File: config.mk
export PLATFORM = sky130hd
export DESIGN_NAME = bram_asym_fifo_ctrl
export DESIGN_NICKNAME = d
export VERILOG_FILES = /design/src/rtl/bram_asym_fifo_ctrl.sv
export SDC_FILE = /design/constraint.sdc
export NUM_CORES = 1
export LEC_CHECK = 0
export ABC_AREA = 1
export CAP_MARGIN = 10
export CORE_MARGIN = 3
export CORE_UTILIZATION = 53
export CTS_CLUSTER_SIZE = 16
export DETAILED_ROUTE_END_ITERATION = 16
export MAX_ROUTING_LAYER = met4
export PLACE_DENSITY = 0.84
export SLEW_MARGIN = 20
export SYNTH_ARGS = -nofsm -noshare
export SYNTH_HDL_FRONTEND = slang
export SYNTH_SLANG_ARGS = --single-unit
File: constraint.sdc
create_clock -name clk -period 9.7 [get_ports clk]
set_clock_uncertainty 0.05 [all_clocks]
set_input_delay 2.425 -clock clk [delete_from_list [all_inputs] [get_ports clk]]
set_output_delay 2.425 -clock clk [all_outputs]
set_load 0.1 [all_outputs]
File: src/rtl/bram_asym_fifo_ctrl.sv
// rtl/bram_asym_fifo_ctrl.sv - narrow-write / wide-read stream controller for asymmetric BRAM macros
module bram_asym_fifo_ctrl #(
    parameter int WR_WIDTH  = 16,
    parameter int RATIO     = 2,
    parameter int RD_ADDR_W = 10,
    localparam int LR        = (RATIO == 4) ? 2 : 1,
    localparam int RD_WIDTH  = WR_WIDTH * RATIO,
    localparam int WR_ADDR_W = RD_ADDR_W + LR
) (
    input  logic                 clk,
    input  logic                 rst,
    input  logic                 in_valid,
    output logic                 in_ready,
    input  logic [WR_WIDTH-1:0]  in_data,
    output logic                 out_valid,
    input  logic                 out_ready,
    output logic [RD_WIDTH-1:0]  out_data,
    output logic                 mem_wce,
    output logic [WR_ADDR_W-1:0] mem_wa,
    output logic [WR_WIDTH-1:0]  mem_wd,
    output logic                 mem_rce,
    output logic [RD_ADDR_W-1:0] mem_ra,
    input  logic [RD_WIDTH-1:0]  mem_rq,
    output logic [WR_ADDR_W:0]   lane_level
);

    localparam logic [WR_ADDR_W:0] FULL_LVL = {1'b1, {WR_ADDR_W{1'b0}}};

    logic [WR_ADDR_W:0]  wptr;
    logic [RD_ADDR_W:0]  rptr;
    logic                pending;
    logic [1:0]          buf_count;
    logic [RD_WIDTH-1:0] obuf0;
    logic [RD_WIDTH-1:0] obuf1;
    logic [RD_ADDR_W:0]  words_avail;
    logic [2:0]          credit_used;
    logic                full;
    logic                accept;
    logic                pop;
    logic                issue;

    assign lane_level  = wptr - {rptr, {LR{1'b0}}};
    assign full        = (lane_level == FULL_LVL);
    assign in_ready    = !rst && !full;
    assign accept      = in_valid && in_ready;

    assign mem_wce     = accept;
    assign mem_wa      = wptr[WR_ADDR_W-1:0];
    assign mem_wd      = in_data;

    // Only completed words count, so a partially written word is never read.
    assign words_avail = wptr[WR_ADDR_W:LR] - rptr;

    assign out_valid   = !rst && (buf_count != 2'd0);
    assign out_data    = obuf0;
    assign pop         = out_valid && out_ready;

    // Words in obuf plus the one in flight must leave room after this cycle's pop.
    assign credit_used = {1'b0, buf_count} + {2'b00, pending};
    assign issue       = !rst && (words_avail != '0) && (credit_used < (pop ? 3'd3 : 3'd2));

    assign mem_rce     = issue;
    assign mem_ra      = rptr[RD_ADDR_W-1:0];

    always_ff @(posedge clk) begin
        if (rst) begin
            wptr      <= '0;
            rptr      <= '0;
            pending   <= 1'b0;
            buf_count <= 2'd0;
        end else begin
            if (accept) begin
                wptr <= wptr + 1'b1;
            end
            if (issue) begin
                rptr <= rptr + 1'b1;
            end
            pending <= issue;
            if (pop) begin
                obuf0 <= obuf1;
            end
            // Arriving read data lands in the first slot free after this cycle's pop.
            if (pending) begin
                if (buf_count == 2'd0 || (buf_count == 2'd1 && pop)) begin
                    obuf0 <= mem_rq;
                end else begin
                    obuf1 <= mem_rq;
                end
            end
            buf_count <= buf_count + {1'b0, pending} - {1'b0, pop};
        end
    end

endmodule

; After elaboration in Yosys (flattened, before gate mapping)
; Index checks and enable logic that the tools add are counted.
[word_totals]
reg_bits = 90
latch_bits = 0
ram_bits = 0
romBits = 0
output_inout_bits = 85
word_cells = 36
n_memories = 0
[op_classes]
add_sub_neg = 7
n_mul = 0
div = 0
order_cmp = 1
eq_ne = 2
shift = 0
n_mux = 4
n_bitwise = 2
n_reduce_logical = 14
[op_table]
columns = cell, n
row1 = $mux W32, 3
row2 = $add A12 B1 Y12 const B, 1
row3 = $eq A12 B12 Y1 const B, 1
row4 = $sub A12 B12 Y12, 1
row5 = $add A11 B1 Y11 const B, 1
row6 = $reduce_bool A11 Y1, 1
row7 = $sub A11 B11 Y11, 1
row8 = $logic_and A1 B1 Y1, 7
row9 = $add A2 B1 Y3, 1
row10 = $lt A3 B2 Y1, 1
row11 = $reduce_and A3 Y1, 1
row12 = $add A2 B1 Y2, 1
row13 = $eq A2 B1 Y1 const B, 1
row14 = $logic_not A1 Y1, 2
row15 = $logic_not A2 Y1, 1
row16 = $not A1 Y1, 2
row17 = $reduce_bool A2 Y1, 1
row18 = $sub A2 B1 Y2, 1
row19 = $logic_or A1 B1 Y1, 1
row20 = $mux W1, 1

; Logic depth before layout (Yosys ltp)
; Gate-level depths: netlist (run 1).
[depth]
depth_word = 7
depth_mapped = 18
depth_no_buf = 17

; Least setup slack after synthesis (run 1)
; No wires, ideal clock.
[synth_timing]
path_type = in2out
start = in rst
end = out mem_rce
arrival_time_ps = 4955
path_slack_ps = 2270
path_stages = 10
n_path_buf = 1
path_cell_list = buf_2 -> inv_2 -> nand2_1 -> inv_2 -> nand2_2 -> o21ai_1 -> nand2_2 -> inv_2 -> nand2_2 -> nor2_1
[synth_between]
elab_chain_cells = 6
word_cells_on_any_way = 7
[synth_rtl]
columns = element, line_no
row1 = "start, declared", 11  ; input logic rst,
row2 = $logic_not A1 Y1, 54  ; assign out_valid = !rst && (buf_count != 2'd0);
row3 = $logic_and A1 B1 Y1, 54
row4 = named net out_valid, 15  ; output logic out_valid,
row5 = $logic_and A1 B1 Y1, 56  ; assign pop = out_valid && out_ready;
row6 = $mux W1, 60  ; assign issue = !rst && (words_avail != '0) && (credit_used < (pop ? 3'd3 : 3'd2));
row7 = $lt A3 B2 Y1, 60
row8 = $logic_and A1 B1 Y1, 60
row9 = "end, declared", 21  ; output logic mem_rce,
; The timed path passes the listed nets, and every way through them passes these cells.

; Worst setup path in the final report (run 1)
[layout_timing]
start = in rst
end = out mem_wce
[layout_between]
elab_chain_cells = 3
[layout_rtl]
columns = element, line_no
row1 = $logic_not A1 Y1, 44  ; assign in_ready = !rst && !full;
row2 = $logic_and A1 B1 Y1, 44
row3 = $logic_and A1 B1 Y1, 45  ; assign accept = in_valid && in_ready;
row4 = "end, declared", 18  ; output logic mem_wce,
; Every way passes these cells.

==> results of run 1 <==
worst max-delay path: cells and delay by family:
kind                   cells  cell delay [ps]
AND/OR/NAND/NOR            1              200
buffers and inverters      5             2750
cell usage in the layout, fill, tap and decap left out, drive strengths merged, types with 3 or more instances in the layout:
master,n
nand2,166
clkdlybuf4s50,103
nor2,87
inv,70
edfxtp,64
a31oi,33
nand3,31
dfxtp,26
a21oi,18
ha,16
nor3,10
o21ai,10
clkbuf,9
nand4,7
clkinv,5
nor4,3
buf,3
nor3b,3
state kept, by name, indices dropped and copies added, names as in the netlist:
name       count
buf_count      2
obuf1         32
out_data      32
pending        1
rptr          11
wptr          12
report_power, final:
| part | leakage (nW) | switching, mW | internal [mW] | total, mW |
|---|---|---|---|---|
| sequential | 0.811 | 0.0530 | 0.538 | 0.591 |
| combinational | 1.54 | 1.02 | 0.295 | 1.32 |
| clock | 0.0930 | 0.144 | 0.0974 | 0.241 |
metrics by stage:
step           power [mW]  instances  worst slack [ps]  hold slack (ps)  instance area, um2
3_5_place_dp         1.91        765              1840              426                5840
5_1_grt              2.24        781              1700              486                6030
6_report             2.15        781              1850              445                6030
2_1_floorplan        1.66        606              2270              402                5010
4_1_cts              2.15        781              1840              440                6020
3_3_place_gp         1.89        765              1900              416                5840
layout make-up:
| class | count | share of cell area |
|---|---|---|
| multi-input combinational | 392 | 0.324 |
| timing repair buffer | 106 | 0.175 |
| sequential | 90 | 0.405 |
| tap | 108 | 0.0224 |
| clock buffer | 9 | 0.0205 |
| clock inverter | 7 | 0.0106 |
| inverter | 69 | 0.0430 |
kinds of logic after synthesis:
family | count (synthesis)
compound gates | 61
xor+xnor | 4
fa+ha+maj | 17
buf+inv | 124
flops | 90
simple gates | 310
worst paths after layout:
| path | start | endpoint | slack, ps | cells past startpoint |
|---|---|---|---|---|
| worst max register to register | buf_count[1]$_SDFF_PP0_ | buf_count[1]$_SDFF_PP0_ | 6130 | 12 |
| worst min register to register | wptr[11]$_SDFFE_PP0P_ | wptr[11]$_SDFFE_PP0P_ | 450 | 2 |
| worst max-delay path | rst | mem_wce | 1850 | 6 |
| worst min-delay path | wptr[11]$_SDFFE_PP0P_ | wptr[11]$_SDFFE_PP0P_ | 450 | 2 |
routing by layer:
metal | wire length (um) | share of wire | global-route usage
met1 | 5330 | 0.44 | 0.309
met4 | 269 | 0.022 | 0.0876
met3 | 653 | 0.054 | 0.0443
met5 | 0 | 0 | -
met2 | 5810 | 0.48 | 0.369
==> flow_metrics.py, run 1 <==
metrics = {
    "outcome": {
        "status": "complete, no violations",
    },
    "worst_setup_path": {
        "critical_path_required_ps": 7230,
        "cpPeakStageDelay_ps": 1130,
        "arrival_ps": 5380,
        "slowest_stage": "clkdlybuf4s50_1",
        "cpMostUsedCell": "clkdlybuf4s50_1",
        "crit_chain": "clkdlybuf4s50_1, inv_2, buf_4, nand3_1, inv_1, clkdlybuf4s50_1",
        "start_kind": "primary input",
        "cp-end-kind": "output port",
        "worstSetupPathType": "primary input to output port",
        "crit_fanout": 37,
    },
    "timing": {
        "timing.fmax_mhz": 127,
        "setup_viol": 0,
        "min_period_ps": 7850,
        "relSlewSlack": 0.308,
        "rsz0062_at_grt": "no",
        "drv_slew": 0,
        "worst_pin_slew_ps": 1030,
        "period_share": 0.809,
        "tns_ps": 0,
        "hold_viol": 0,
    },
    "logic_synthesis": {
        "yosysWarnings": 0,
        "synth_top_area_share": 0.383,
        "syn_inst": 606,
        "synthAdderAreaFrac": 0.0439,
        "netlist_top_cells_count": "nand2_1, nor2_1, edfxtp_1, inv_1, buf_4",
        "synth_flop_cell": "edfxtp_1",
        "syn_area_mm2": 0.00501,
        "avgSynthCellArea_um2": 8.27,
        "syn_nets": 675,
        "synth_top_family_by_area": "simple AND/OR/NAND/NOR gates",
        "synthTopCellsByArea": "edfxtp_1, nand2_1, dfxtp_1",
        "async_reset_ff_frac": 0,
        "synth_xor_area_frac": 0.00699,
        "synth_mux_area_frac": 0,
        "yosys.cell_types.count": 32,
        "ys_seq_area_frac": 0.487,
        "synth_most_common_cell": "nand2_1",
        "synth-simple-area-share": 0.267,
        "synth_edf_count": 64,
        "ys_ff_latch": 90,
        "synth_top_area_cell": "edfxtp_1",
        "synth_compound_area_frac": 0.0691,
    },
    "die": {
        "dieWidth_um": 103,
        "io_pins": 137,
        "core_mm2": 0.00893,
        "die-area_mm2": 0.0107,
        "die_h_um": 103,
        "start_util": 0.561,
        "rows": 34,
    },
    "global_routing": {
        "grtUsageTotal": 0.236,
        "grt_pass1_vias": 4015,
        "grt_start_max_net_pins": 65,
        "globalRouteOverflowTotal": 0,
        "antenna_found_initial": 0,
        "grt_pass1_wl_um": 19100,
    },
    "pwr": {
        "power.density_mw_per_mm2": 356,
        "ir_drop_mv": 0.172,
        "power_leakage_nw": 2.45,
    },
    "clock_tree": {
        "numCtsBuffers": 9,
        "cts_setup_buffers": 0,
        "cts.sinks": 90,
        "ctsResizeCount": 0,
        "cts_tree": "yes",
        "htreeDepth": 3,
        "ctsHoldBuffers": 0,
        "clk_path_buf_depth": 2,
        "clk_pin_slew_ps": 80,
        "cts-root-buf": "clkbuf_8",
        "clkLatencyLatePin_ps": 360,
    },
    "detailed_routing": {
        "first_pass_iters": 5,
        "drt_iter0_drc": 227,
        "routed_wl_um": 12100,
        "antenna_left": 0,
        "wire_per_inst_um": 15.4,
        "drc": 0,
        "num_vias": 4231,
        "viasPerCell": 5.42,
    },
    "finish": {
        "final_nets": 737,
        "drive_gt1_frac": 0.0728,
        "syn_to_final_growth_pct": 20.2,
        "n_fill_cell": 737,
        "multi_input_area_mm2": 0.00195,
        "seqCellArea_mm2": 0.00244,
        "utilization": 0.675,
        "diodes": 0,
    },
    "run": {
        "maxCapViolCount": 0,
    },
    "placed_design": {
        "port_buffers": 104,
        "place.gp.congestion": 0.931,
        "hpwlAfterDp_um": 8800,
    },
    "worst_hold_path": {
        "hp-class": "flip-flop to flip-flop",
    },
}
No activity file was read; power rests on OpenSTA's default activity.
==> run 2: changes to the inputs <==
--- a/config.mk
+++ b/config.mk
@@ -8,11 +8,11 @@
 export ABC_AREA = 1
 export CAP_MARGIN = 10
 export CORE_MARGIN = 3
-export CORE_UTILIZATION = 53
+export CORE_UTILIZATION = 44
 export CTS_CLUSTER_SIZE = 16
 export DETAILED_ROUTE_END_ITERATION = 16
 export MAX_ROUTING_LAYER = met4
-export PLACE_DENSITY = 0.84
+export PLACE_DENSITY = 0.74
 export SLEW_MARGIN = 20
 export SYNTH_ARGS = -nofsm -noshare
 export SYNTH_HDL_FRONTEND = slang
==> constraint.sdc (replaced) <==
create_clock -name clk -period 6.56 [get_ports clk]
set_clock_uncertainty 0.05 [all_clocks]
set_input_delay 1.64 -clock clk [delete_from_list [all_inputs] [get_ports clk]]
set_output_delay 1.64 -clock clk [all_outputs]
set_load 0.1 [all_outputs]
==> run 2 against run 1 <==
Effect of this change: via count shrank 0.17%; critical endpoint is now mem_rce; die area grew 19%; global-route usage shrank 3.7 points; sequential power grew 49%.
==> flow_metrics.py, run 2 (synthesized netlist as in run 1, its figures left out) <==
metrics = {
    "finish": {
        "final_cell_mix": "nand2_1, clkdlybuf4s50_1, nor2_1, edfxtp_1, inv_1",
        "layout_commonest_cell": "nand2_1",
        "drive_gt1_frac": 0.0772,
        "stdcell_count": 814,
        "diodes": 0,
        "syn_to_final_growth_pct": 23.1,
        "utilization": 0.562,
        "n_fill_cell": 1013,
        "final_nets": 738,
    },
    "pwr": {
        "ir_drop_mv": 0.324,
        "power_frac_seq": 0.265,
        "combinationalPowerShare": 0.589,
        "power_leakage_nw": 2.51,
        "power.density_mw_per_mm2": 537,
        "p_sw_mw": 1.81,
        "clkPwrFrac": 0.147,
        "power_mw": 3.32,
        "p_int_mw": 1.50,
        "switching_share": 0.546,
    },
    "timing": {
        "relSlewSlack": 0.301,
        "worst_pin_slew_ps": 1050,
        "timing.fmax_mhz": 193,
        "setup_viol": 0,
        "fin_ws_ps": 1380,
        "tns_ps": 0,
        "hold_viol": 0,
        "drv_slew": 0,
        "rsz0062_at_grt": "no",
        "min_period_ps": 5180,
        "period_share": 0.789,
    },
    "die": {
        "io_pins": 137,
        "rows": 38,
        "dieWidth_um": 113,
        "die-area_mm2": 0.0127,
        "core_mm2": 0.0110,
        "start_util": 0.456,
        "die_h_um": 113,
    },
    "global_routing": {
        "grtUsageTotal": 0.199,
        "globalRouteOverflowTotal": 0,
        "grt_start_max_net_pins": 65,
        "grt_pass1_vias": 4054,
        "antenna_found_initial": 0,
        "grt_pass1_wl_um": 20000,
    },
    "worst_setup_path": {
        "worstSetupPathType": "primary input to output port",
        "arrival_ps": 3490,
        "start_kind": "primary input",
        "reg2reg_slack_ps": 3590,
        "reg2reg_from": "buf_count[1]$_SDFF_PP0_",
        "r2r-end": "buf_count[1]$_SDFF_PP0_",
        "crit_fanout": 9,
        "critical_path_required_ps": 4870,
        "critical_path.endpoint": "mem_rce",
        "cp-end-kind": "output port",
        "ff2ff_path_depth": 13,
        "startpoint": "rst",
    },
    "run": {
        "maxCapViolCount": 0,
    },
    "placed_design": {
        "placed_cells": 798,
        "port_buffers": 104,
        "dp_slack_ps": 1390,
        "hpwlAfterDp_um": 9000,
        "place.gp.congestion": 0.917,
    },
    "clock_tree": {
        "numCtsBuffers": 9,
        "clk_pin_slew_ps": 60,
        "htreeDepth": 3,
        "cts_tree": "yes",
        "clkLatencyLatePin_ps": 330,
        "clk_path_buf_depth": 2,
        "ctsResizeCount": 0,
        "cts_setup_buffers": 0,
        "cts.sinks": 90,
        "cts-root-buf": "clkbuf_16",
        "ctsHoldBuffers": 0,
    },
    "detailed_routing": {
        "antenna_left": 0,
        "drt_iter0_drc": 392,
        "num_vias": 4224,
        "drc": 0,
        "first_pass_iters": 5,
        "routed_wl_um": 12600,
        "viasPerCell": 5.19,
        "wire_per_inst_um": 15.4,
    },
    "outcome": {
        "status": "complete, no violations",
    },
    "worst_hold_path": {
        "hp-class": "flip-flop to flip-flop",
    },
}
[run 2: layout make-up]
| cell class | count | area, um2 | area share |
|---|---|---|---|
| flip-flops and latches | 90 | 2440 | 0.396 |
| multi-input cells | 392 | 1950 | 0.316 |
| inverters | 69 | 259 | 0.0420 |
| well taps | 140 | 175 | 0.0284 |
| repair buffers | 107 | 1070 | 0.173 |
| clock buffers | 10 | 229 | 0.0371 |
| clock inverters | 6 | 51.3 | 0.00831 |
[run 2: worst min path at each step]
stage	cells after the start	start	slack, ps	endpoint
CTS	2	wptr[11]$_SDFFE_PP0P_	450	wptr[11]$_SDFFE_PP0P_
global placement	1	buf_count[1]$_SDFF_PP0_	420	buf_count[1]$_SDFF_PP0_
detailed placement	2	wptr[11]$_SDFFE_PP0P_	440	wptr[11]$_SDFFE_PP0P_
finish	2	wptr[11]$_SDFFE_PP0P_	450	wptr[11]$_SDFFE_PP0P_
floorplan	2	wptr[11]$_SDFFE_PP0P_	400	wptr[11]$_SDFFE_PP0P_
global route	2	wptr[11]$_SDFFE_PP0P_	480	wptr[11]$_SDFFE_PP0P_
[run 2: power by group through the flow]
| stage | clock [mW] | combinational, mW | sequential (mW) |
|---|---|---|---|
| after floorplan | 0 | 0.972 | 1.49 |
| after global placement | 0 | 1.92 | 0.882 |
| after detailed placement | 0 | 1.95 | 0.887 |
| after CTS | 0.492 | 1.96 | 0.876 |
| after global routing | 0.521 | 2.06 | 0.891 |
| final | 0.486 | 1.95 | 0.878 |
[run 2: stage by stage]
step           hold slack, ps  instance area (um2)
2_1_floorplan             402                 5010
3_3_place_gp              424                 5890
3_5_place_dp              442                 5890
4_1_cts                   451                 6170
5_1_grt                   480                 6170
6_report                  449                 6170
[run 2: critical path: stages]
cell and delay (ps):
clkdlybuf4s50_1 600, inv_2 150, nand2_1 70, inv_2 70
nand2_2 50, o21ai_1 140, nand2_2 150, inv_2 110
nand2_2 90, nor2_1 200, buf_12 210
[run 2: routing by layer]
metal | global-route usage | vias up | part of all wire
li1 | - | 2079 | -
met1 | 0.255 | 2000 | 0.44
met2 | 0.330 | 123 | 0.49
met3 | 0.0369 | 22 | 0.048
met4 | 0.0489 | 0 | 0.015
met5 | - | - | 0
==> run 3: changes to the inputs <==
==> constraint.sdc (replaced) <==
create_clock -name clk -period 4.3 [get_ports clk]
set_clock_uncertainty 0.05 [all_clocks]
set_input_delay 1.075 -clock clk [delete_from_list [all_inputs] [get_ports clk]]
set_output_delay 1.075 -clock clk [all_outputs]
set_load 0.1 [all_outputs]
==> run 3 against run 2 <==
Effect of this change: combinational power rose by 54%; highest routed layer unchanged; cell count rose by 0.49%; clock-buffer cell count fell by 1; sequential power rose by 53%; largest cell class unchanged; critical path depth rose by 5; sequential share of layout area fell by 0.69 points; non-clock buffer count rose by 4; largest power group unchanged; via count fell by 1.1%; critical path type is now flip-flop to output port.
==> flow_metrics.py, run 3 (synthesized netlist as in run 1, its figures left out) <==
metrics = {
    "outcome": {
        "status": "complete, no violations",
    },
    "finish": {
        "final_nets": 742,
        "syn_to_final_growth_pct": 25.3,
        "layout_commonest_cell": "nand2_1",
        "n_fill_cell": 983,
        "drive_gt1_frac": 0.106,
        "diodes": 0,
        "final_cell_mix": "nand2_1, clkdlybuf4s50_1, nor2_1, edfxtp_1, inv_1",
    },
    "worst_setup_path": {
        "slowest_stage": "fa_1",
        "startpoint": "wptr[1]$_SDFFE_PP0P_",
        "arrival_ps": 2940,
        "r2r-end": "rptr[3]$_SDFFE_PP0P_",
        "reg2reg_slack_ps": 1570,
        "worstSetupPathType": "flip-flop to output port",
        "cpMostUsedCell": "nand2_1",
        "cp-end-kind": "output port",
        "cpPeakStageDelay_ps": 480,
        "crit_chain": "inv_1, ha_1, fa_1, inv_2, nand2_1, nand2_1, nand3_1, nand2_1, nand2_1, nand2_1, nand4_1, inv_2, nand2_2, nand3_2, inv_1, buf_12",
        "start_kind": "flip-flop",
        "reg2reg_from": "wptr[1]$_SDFFE_PP0P_",
        "crit_fanout": 7,
        "ff2ff_path_depth": 16,
        "critical_path_required_ps": 3170,
        "path_depth": 16,
        "path_delay_family": "simple AND/OR/NAND/NOR gates",
        "critPathBufInv": 5,
    },
    "pwr": {
        "ir_drop_mv": 0.507,
        "power_leakage_nw": 2.58,
        "power.density_mw_per_mm2": 819,
    },
    "timing": {
        "worst_pin_slew_ps": 1030,
        "relSlewSlack": 0.310,
        "hold_viol": 0,
        "rsz0062_at_grt": "no",
        "fin_ws_ps": 233,
        "period_share": 0.946,
        "min_period_ps": 4070,
        "tns_ps": 0,
        "timing.fmax_mhz": 246,
        "drv_slew": 0,
        "setup_viol": 0,
        "holdWs_ps": 440,
    },
    "worst_hold_path": {
        "hold_path_end": "wptr[11]$_SDFFE_PP0P_",
        "holdPathStages": 2,
        "hp-class": "flip-flop to flip-flop",
        "hold_start": "wptr[11]$_SDFFE_PP0P_",
    },
    "placed_design": {
        "place.gp.congestion": 0.913,
        "port_buffers": 104,
        "dp_slack_ps": 522,
        "hpwlAfterDp_um": 8950,
    },
    "detailed_routing": {
        "met3_length_um": 553,
        "drc": 0,
        "wire_per_inst_um": 14.9,
        "top_layer": "met4",
        "antenna_left": 0,
        "num_vias": 4177,
        "drt-met1-wl_um": 5500,
        "first_pass_iters": 5,
        "wl_met2_um": 5980,
        "viasPerCell": 5.11,
        "routed_wl_um": 12200,
        "drt_iter0_drc": 267,
    },
    "clock_tree": {
        "cts_tree": "yes",
        "cts.sinks": 90,
        "clk_pin_slew_ps": 70,
        "cts-root-buf": "clkbuf_16",
        "clkLatencyLatePin_ps": 340,
        "numCtsBuffers": 9,
        "htreeDepth": 3,
        "clk_path_buf_depth": 2,
    },
    "global_routing": {
        "antenna_found_initial": 0,
        "globalRouteOverflowTotal": 0,
        "grt_pass1_wl_um": 20000,
        "grtUsageTotal": 0.199,
        "grt_pass1_vias": 4033,
        "grt_start_max_net_pins": 54,
    },
    "die": {
        "dieWidth_um": 113,
        "io_pins": 137,
        "start_util": 0.456,
        "die-area_mm2": 0.0127,
        "core_mm2": 0.0110,
        "rows": 38,
        "die_h_um": 113,
    },
    "run": {
        "maxCapViolCount": 0,
    },
}
[run 3: worst max path at each step]
| stage | end | slack, ps |
|---|---|---|
| after floorplan | mem_wce | 20 |
| after global placement | mem_wce | 520 |
| after detailed placement | mem_wce | 520 |
| after CTS | mem_wce | 140 |
| after global routing | mem_rce | 10 |
| final | mem_wce | 230 |
[run 3: metal layers]
| metal | up-vias | GRT usage |
|---|---|---|
| met5 | - | - |
| met4 | 0 | 0.0481 |
| met3 | 20 | 0.0353 |
| met2 | 110 | 0.324 |
| met1 | 1956 | 0.260 |
| li1 | 2091 | - |
[run 3: timing repair]
item | 4_1_cts | 5_1_grt
buffers inserted | 0 | 0
gates resized for setup | 0 | 2
hold endpoints to repair | 0 | 0
hold buffers | 0 | 0
setup endpoints to repair | 0 | 2
[run 3: stage by stage]
step / power, mW / utilization / cells / area [um2]
2_1_floorplan: 3.77 / - / 606 / 5050
3_3_place_gp: 4.32 / 0.543 / 802 / 5970
3_5_place_dp: 4.35 / 0.543 / 802 / 5970
4_1_cts: 5.17 / 0.571 / 818 / 6270
5_1_grt: 5.40 / 0.572 / 818 / 6280
6_report: 5.15 / 0.572 / 818 / 6280
[run 3: layout make-up]
type	count	area (um2)	share of cell area
Timing Repair Buffer	111	1110	0.176
Sequential cell	90	2440	0.389
Inverter	69	259	0.0412
Tap cell	140	175	0.0279
Clock inverter	7	80.1	0.0127
Multi-Input combinational cell	392	1990	0.317
Clock buffer	9	225	0.0358
[run 3: tightest hold or removal path, stage by stage, from the launching register on]
cell     delay, ps
dfxtp_1        330
inv_1           70
a21oi_1         50
[run 3: power breakdown]
group / switching (mW) / leakage (nW) / internal, mW
combinational: 2.30 / 1.62 / 0.695
sequential: 0.121 / 0.811 / 1.21
clock: 0.350 / 0.149 / 0.460
total: 2.78 / 2.58 / 2.37
